$ cat config.mk
export PLATFORM = sky130hd
export DESIGN_NAME = board_io_cond
export DESIGN_NICKNAME = d
export VERILOG_FILES = /design/src/rtl/board_io_cond.sv
export SDC_FILE = /design/constraint.sdc
export NUM_CORES = 1
export LEC_CHECK = 0
export BUFFER_PORTS_ARGS = -buffer_cell sky130_fd_sc_hd__buf_4
export CAP_MARGIN = 20
export CORE_MARGIN = 4
export CORE_UTILIZATION = 60
export CTS_CLUSTER_DIAMETER = 120
export DETAILED_ROUTE_END_ITERATION = 8
export GPL_TIMING_DRIVEN = 0
export HOLD_SLACK_MARGIN = 0.15
export PLACE_DENSITY = 0.79
export REMOVE_ABC_BUFFERS = 1
export SYNTH_ARGS = -nofsm -noshare
export SYNTH_HDL_FRONTEND = slang
export SYNTH_HIERARCHICAL = 1
export SYNTH_SLANG_ARGS = --single-unit
export TNS_END_PERCENT = 10
$ cat constraint.sdc
create_clock -name clk_i -period 1.99 [get_ports clk_i]
set_input_delay 0.199 -clock clk_i [delete_from_list [all_inputs] [get_ports clk_i]]
set_output_delay 0.199 -clock clk_i [all_outputs]
set_load 0.01 [all_outputs]
$ cat src/rtl/board_io_cond.sv
// Board input conditioning: synchronised, debounced inputs with edge pulses, and a
// PLL-lock qualified core reset sequencer that releases only after a stable lock window.
module board_io_chan #(
    parameter int   DB_CYCLES = 50000,
    parameter int   EDGE_MODE = 0,
    parameter logic RST_VAL   = 1'b0
) (
    input  logic clk_i,
    input  logic arstn_i,
    input  logic raw_i,
    input  logic mask_i,
    output logic level_o,
    output logic pulse_o
);
    localparam int DW = $clog2(DB_CYCLES + 1);

    logic          s1, s;
    logic [DW-1:0] dc;
    logic          flip, hit;

    assign flip = (s != level_o) && (dc == DW'(DB_CYCLES - 1));

    always_comb begin
        hit = 1'b0;
        case (EDGE_MODE)
            0:       hit = flip & s;
            1:       hit = flip & ~s;
            default: hit = flip;
        endcase
    end

    always_ff @(posedge clk_i or negedge arstn_i) begin
        if (!arstn_i) begin
            s1      <= RST_VAL;
            s       <= RST_VAL;
            dc      <= '0;
            level_o <= RST_VAL;
            pulse_o <= 1'b0;
        end else begin
            s1 <= raw_i;
            s  <= s1;
            if (s == level_o) begin
                dc <= '0;
            end else if (flip) begin
                level_o <= s;
                dc      <= '0;
            end else begin
                dc <= dc + 1'b1;
            end
            // mask tracks the core reset value being registered this edge
            pulse_o <= hit & ~mask_i;
        end
    end
endmodule

module board_io_cond #(
    parameter int   NUM_IN    = 17,
    parameter int   DB_CYCLES = 50000,
    parameter int   EDGE_MODE = 0,
    parameter int   RST_HOLD  = 1024,
    parameter logic RST_VAL   = 1'b0
) (
    input  logic              clk_i,
    input  logic              arstn_i,
    input  logic              pll_locked_i,
    input  logic [NUM_IN-1:0] raw_i,
    output logic              core_arst_o,
    output logic              run_o,
    output logic [NUM_IN-1:0] level_o,
    output logic [NUM_IN-1:0] pulse_o
);
    localparam int CW = $clog2(RST_HOLD + 1);

    typedef enum logic [1:0] {HOLD, COUNT, RUN} st_t;

    st_t           st, st_nxt;
    logic [CW-1:0] cnt, cnt_nxt;
    logic          lk1, lk;
    logic          mask;

    always_comb begin
        st_nxt  = st;
        cnt_nxt = cnt;
        case (st)
            HOLD: begin
                cnt_nxt = '0;
                if (lk) st_nxt = COUNT;
            end
            COUNT: begin
                if (!lk) begin
                    st_nxt  = HOLD;
                    cnt_nxt = '0;
                end else if (cnt == CW'(RST_HOLD - 1)) begin
                    st_nxt  = RUN;
                    cnt_nxt = '0;
                end else begin
                    cnt_nxt = cnt + 1'b1;
                end
            end
            RUN: begin
                if (!lk) st_nxt = HOLD;
            end
            default: st_nxt = HOLD;
        endcase
    end

    assign mask = (st_nxt != RUN);

    always_ff @(posedge clk_i or negedge arstn_i) begin
        if (!arstn_i) begin
            lk1         <= 1'b0;
            lk          <= 1'b0;
            st          <= HOLD;
            cnt         <= '0;
            core_arst_o <= 1'b1;
            run_o       <= 1'b0;
        end else begin
            lk1         <= pll_locked_i;
            lk          <= lk1;
            st          <= st_nxt;
            cnt         <= cnt_nxt;
            core_arst_o <= mask;
            run_o       <= ~mask;
        end
    end

    for (genvar i = 0; i < NUM_IN; i++) begin : g_ch
        board_io_chan #(
            .DB_CYCLES(DB_CYCLES),
            .EDGE_MODE(EDGE_MODE),
            .RST_VAL  (RST_VAL)
        ) u_ch (
            .clk_i  (clk_i),
            .arstn_i(arstn_i),
            .raw_i  (raw_i[i]),
            .mask_i (mask),
            .level_o(level_o[i]),
            .pulse_o(pulse_o[i])
        );
    end
endmodule

==> run_results.csv <==
group,metric,value,unit
run_status,status,"finished with violations",
run_status,violations,"setup timing",
floorplanning,die_w,178,um
power_and_ir_drop,p_per_area,767,mW/mm^2
floorplanning,start_util,0.616,
drt,viasPerCell,5.58,
timing,setup_ws,-16.1,ps
placed_design,io_buffers,55,
placed_design,place_congestion,0.819,
worst_setup_path,cp_cell_sequence,"ha_4 > and4_4 > and4_4 > a21o_1 > nand2_4 > nor4b_1",
synth,synth-edff-count,0,
synth,synth_top_area_frac,0.513,
clock_network,clock_path_buffers,3,
worst_setup_path,start_kind,"flip-flop",
clock_network,cts_max_level,2,
synth,synthArstFlopShare,1.00,
synth,yosysWarnings,6,
synth,ys_types,44,
grt,grt_max_degree,127,
grt,gr-usage-all-layers,0.207,
worst_setup_path,max_stage_delay,450,ps
synth,synthDominantAreaCellType,"dfrtp_1",
placed_design,dp_slack,-622,ps
floorplanning,core-area,0.0282,mm^2
drt,dr.first_iter.drc_count,665,
placed_design,hpwl,19900,um
synth,synth_most_common_cell,"dfrtp_1",
floorplanning,ios,56,
drt,drtAntennaViolNets,0,
drt,vias,11700,
timing,timing.final.crit_share,1.01,
layout,n_antenna_cell,0,
grt,antenna_found_initial,0,
synth,synth.area.top_cells,"dfrtp_1 (51%), xnor2_1 (10%), nor2_1 (5.9%)",
clock_network,clkSlewWorstSetupHoldPaths,60,ps
synth,muxShareOfSynthArea,0.0117,
timing,slew_headroom,0.585,
power_and_ir_drop,power,15.2,mW
worst_setup_path,reg2reg_to,"g_ch[14].u_ch/pulse_o",
clock_network,cts_buffers,39,
synth,yosysSeqAreaShare,0.515,
worst_setup_path,r2r_cells,6,
worst_setup_path,r2r_slack,-20,ps
timing,tns,-16.1,ps
drt,drt_pass1_iterations,5,
synth,synth-adder-area-share,0.0130,
worst_setup_path,critical_path.slowest_cell,"nor4b_1",
synth,ys_ff_latch,357,
layout,area_delta_synth_final,14.2,%
synth,synth_xor_area_frac,0.121,
grt,grt_pass1_wl,55800,um
floorplanning,rows,61,
grt,use_met3,0.0333,
timing,setup_viol,1,
worst_setup_path,cpMostUsedCell,"and4_4",
floorplanning,die_area,0.0317,mm^2
clock_network,worstSkewPairLatency,520,ps
power_and_ir_drop,total_leakage_power,8.21,nW
power_and_ir_drop,ir_drop,0.717,mV
drt,wire_per_inst,15.1,um
timing,worst_pin_slew,622,ps
worst_setup_path,crit_family,"simple AND/OR/NAND/NOR gates",
synth,synth-compound-area-share,0.0219,
worst_setup_path,crit_path_max_fanout,4,
grt,grtUsageMet2,0.343,
drt,wirelength,31700,um
layout,drive_above_1_share,0.208,
synth,synth_area_per_cell,10.8,um^2
timing,hold_viol,0,
timing,fin_skew,19.3,ps
layout,finish.net_count,1734,
timing,fmax,498,MHz
grt,grt_pass1_vias,12000,
grt,grt-busiest-layer,"met2",
synth,syn_area,0.0174,mm^2
worst_setup_path,rr_startpoint,"cnt[1]",
synth,synth_top_family_by_area,"simple AND/OR/NAND/NOR gates",
synth,syn_inst,1605,
run,maxCapViolations,0,
floorplanning,die_y,178,um
synth,synth_commonest_cells,"dfrtp_1 (356), nor2_1 (275), xnor2_1 (205), nor3_1 (103), nand3_1 (73)",
synth,synth_simple_gate_area_frac,0.286,
worst_setup_path,arrival,2370,ps
timing,rsz0062_at_grt,"true",
timing,period_minus_slack,2010,ps
clock_network,cts.root.buffer_cell,"clkbuf_16",
synth,synth_top_flop_cell,"dfrtp_1",
worst_setup_path,cp.required,2350,ps
worst_hold_path,hold_class,"input pin to asynchronous set/reset pin",
clock_network,cts_tree,"done",
worst_setup_path,cp_num_buf_inv,0,
drt,drc,0,
worst_setup_path,crit_path_end_kind,"flip-flop",
grt,grt.met1_usage,0.287,
clock_network,clkSinkCount,357,
grt,grt_remaining_overflow,0,
worst_setup_path,worstSetupPathType,"flip-flop to flip-flop",
timing,final_max_slew_viol_count,0,
cell families (layout without fill, tap and decap cells):
kind of cell / Yosys count / after routing
XOR/XNOR: 239 / 239
flip-flops: 357 / 357
adder cells (fa/ha/maj): 18 / 18
multiplexers: 18 / 18
AND/OR/NAND/NOR: 812 / 812
AO/OA/AOI/OAI: 54 / 54
buffers and inverters: 107 / 225
worst register-to-register path, delay by kind of cell (launching register included):
kind                     cells  cell delay [ps]
AND/OR/NAND/NOR              4             1080
flip-flops                   1              430
adder cells (fa/ha/maj)      1              170
AO/OA/AOI/OAI                1              170
cell type report:
type / instances / area [um^2]
Clock inverter: 14 / 150
Sequential cell: 357 / 8930
Timing Repair Buffer: 86 / 783
Fill cell: 2059 / 8360
Multi-Input combinational cell: 1141 / 8050
Tap cell: 378 / 473
Inverter: 71 / 267
Clock buffer: 54 / 1140
per-stage QoR:
| step | cells | hold slack [ps] | utilization | instance area [um^2] |
|---|---|---|---|---|
| after floorplan | 1569 | -96.6 | - | 17100 |
| after global placement | 2002 | 308 | 0.637 | 17900 |
| after detailed placement | 2006 | 0.352 | 0.641 | 18100 |
| after CTS | 2098 | 309 | 0.700 | 19700 |
| after global routing | 2101 | 326 | 0.703 | 19800 |
| final | 2101 | 309 | 0.703 | 19800 |
flip-flops by register name, summed over array words and instances (netlist names), 2 cells and up:
signal             cells
cnt                   11
g_ch.u_ch/dc         272
g_ch.u_ch/level_o     17
g_ch.u_ch/pulse_o     17
g_ch.u_ch/s           17
g_ch.u_ch/s1          17
st                     2
power by group:
| group | internal, mW | total [mW] | switching, mW |
|---|---|---|---|
| combinational | 0.183 | 0.505 | 0.322 |
| sequential | 7.39 | 7.53 | 0.145 |
| clock | 4.40 | 7.17 | 2.77 |
| total | 12.0 | 15.2 | 3.24 |
worst max path at each step:
stage          startpoint                     to  slack (ps)  cells after the start
5_1_grt            cnt[1]  g_ch[14].u_ch/pulse_o        -110                      6
3_3_place_gp      arstn_i    g_ch[16].u_ch/dc[0]       -2550                      1
6_report           cnt[1]  g_ch[14].u_ch/pulse_o         -20                      6
4_1_cts            cnt[1]   g_ch[5].u_ch/pulse_o          -1                      7
2_1_floorplan      cnt[0]   g_ch[0].u_ch/pulse_o         150                      6
3_5_place_dp       cnt[0]   g_ch[6].u_ch/pulse_o        -620                      7
layout by cell type (no fill, tap or decap), types with 41 or more instances in the layout:
cell type / n
buf_4: 61
clkbuf_16: 41
dfrtp_1: 356
inv_1: 71
nand2_1: 55
nand3_1: 73
nand4_1: 69
nand4_2: 51
nor2_1: 275
nor3_1: 103
xnor2_1: 205
layer usage:
layer	share of wire	up-vias	wire, um
li1	-	5760	-
met1	0.46	5748	14500
met2	0.49	172	15400
met3	0.034	52	1090
met4	0.020	0	622
met5	0	-	0
what timing repair did:
item,4_1_cts,5_1_grt
endpoints found under the hold margin,269,0
hold buffers,20,0
pin swaps,2,8
gates resized for setup,22,8
buffers inserted,4,3
setup endpoints to repair,18,17
Power figures use the tool's default switching activity.
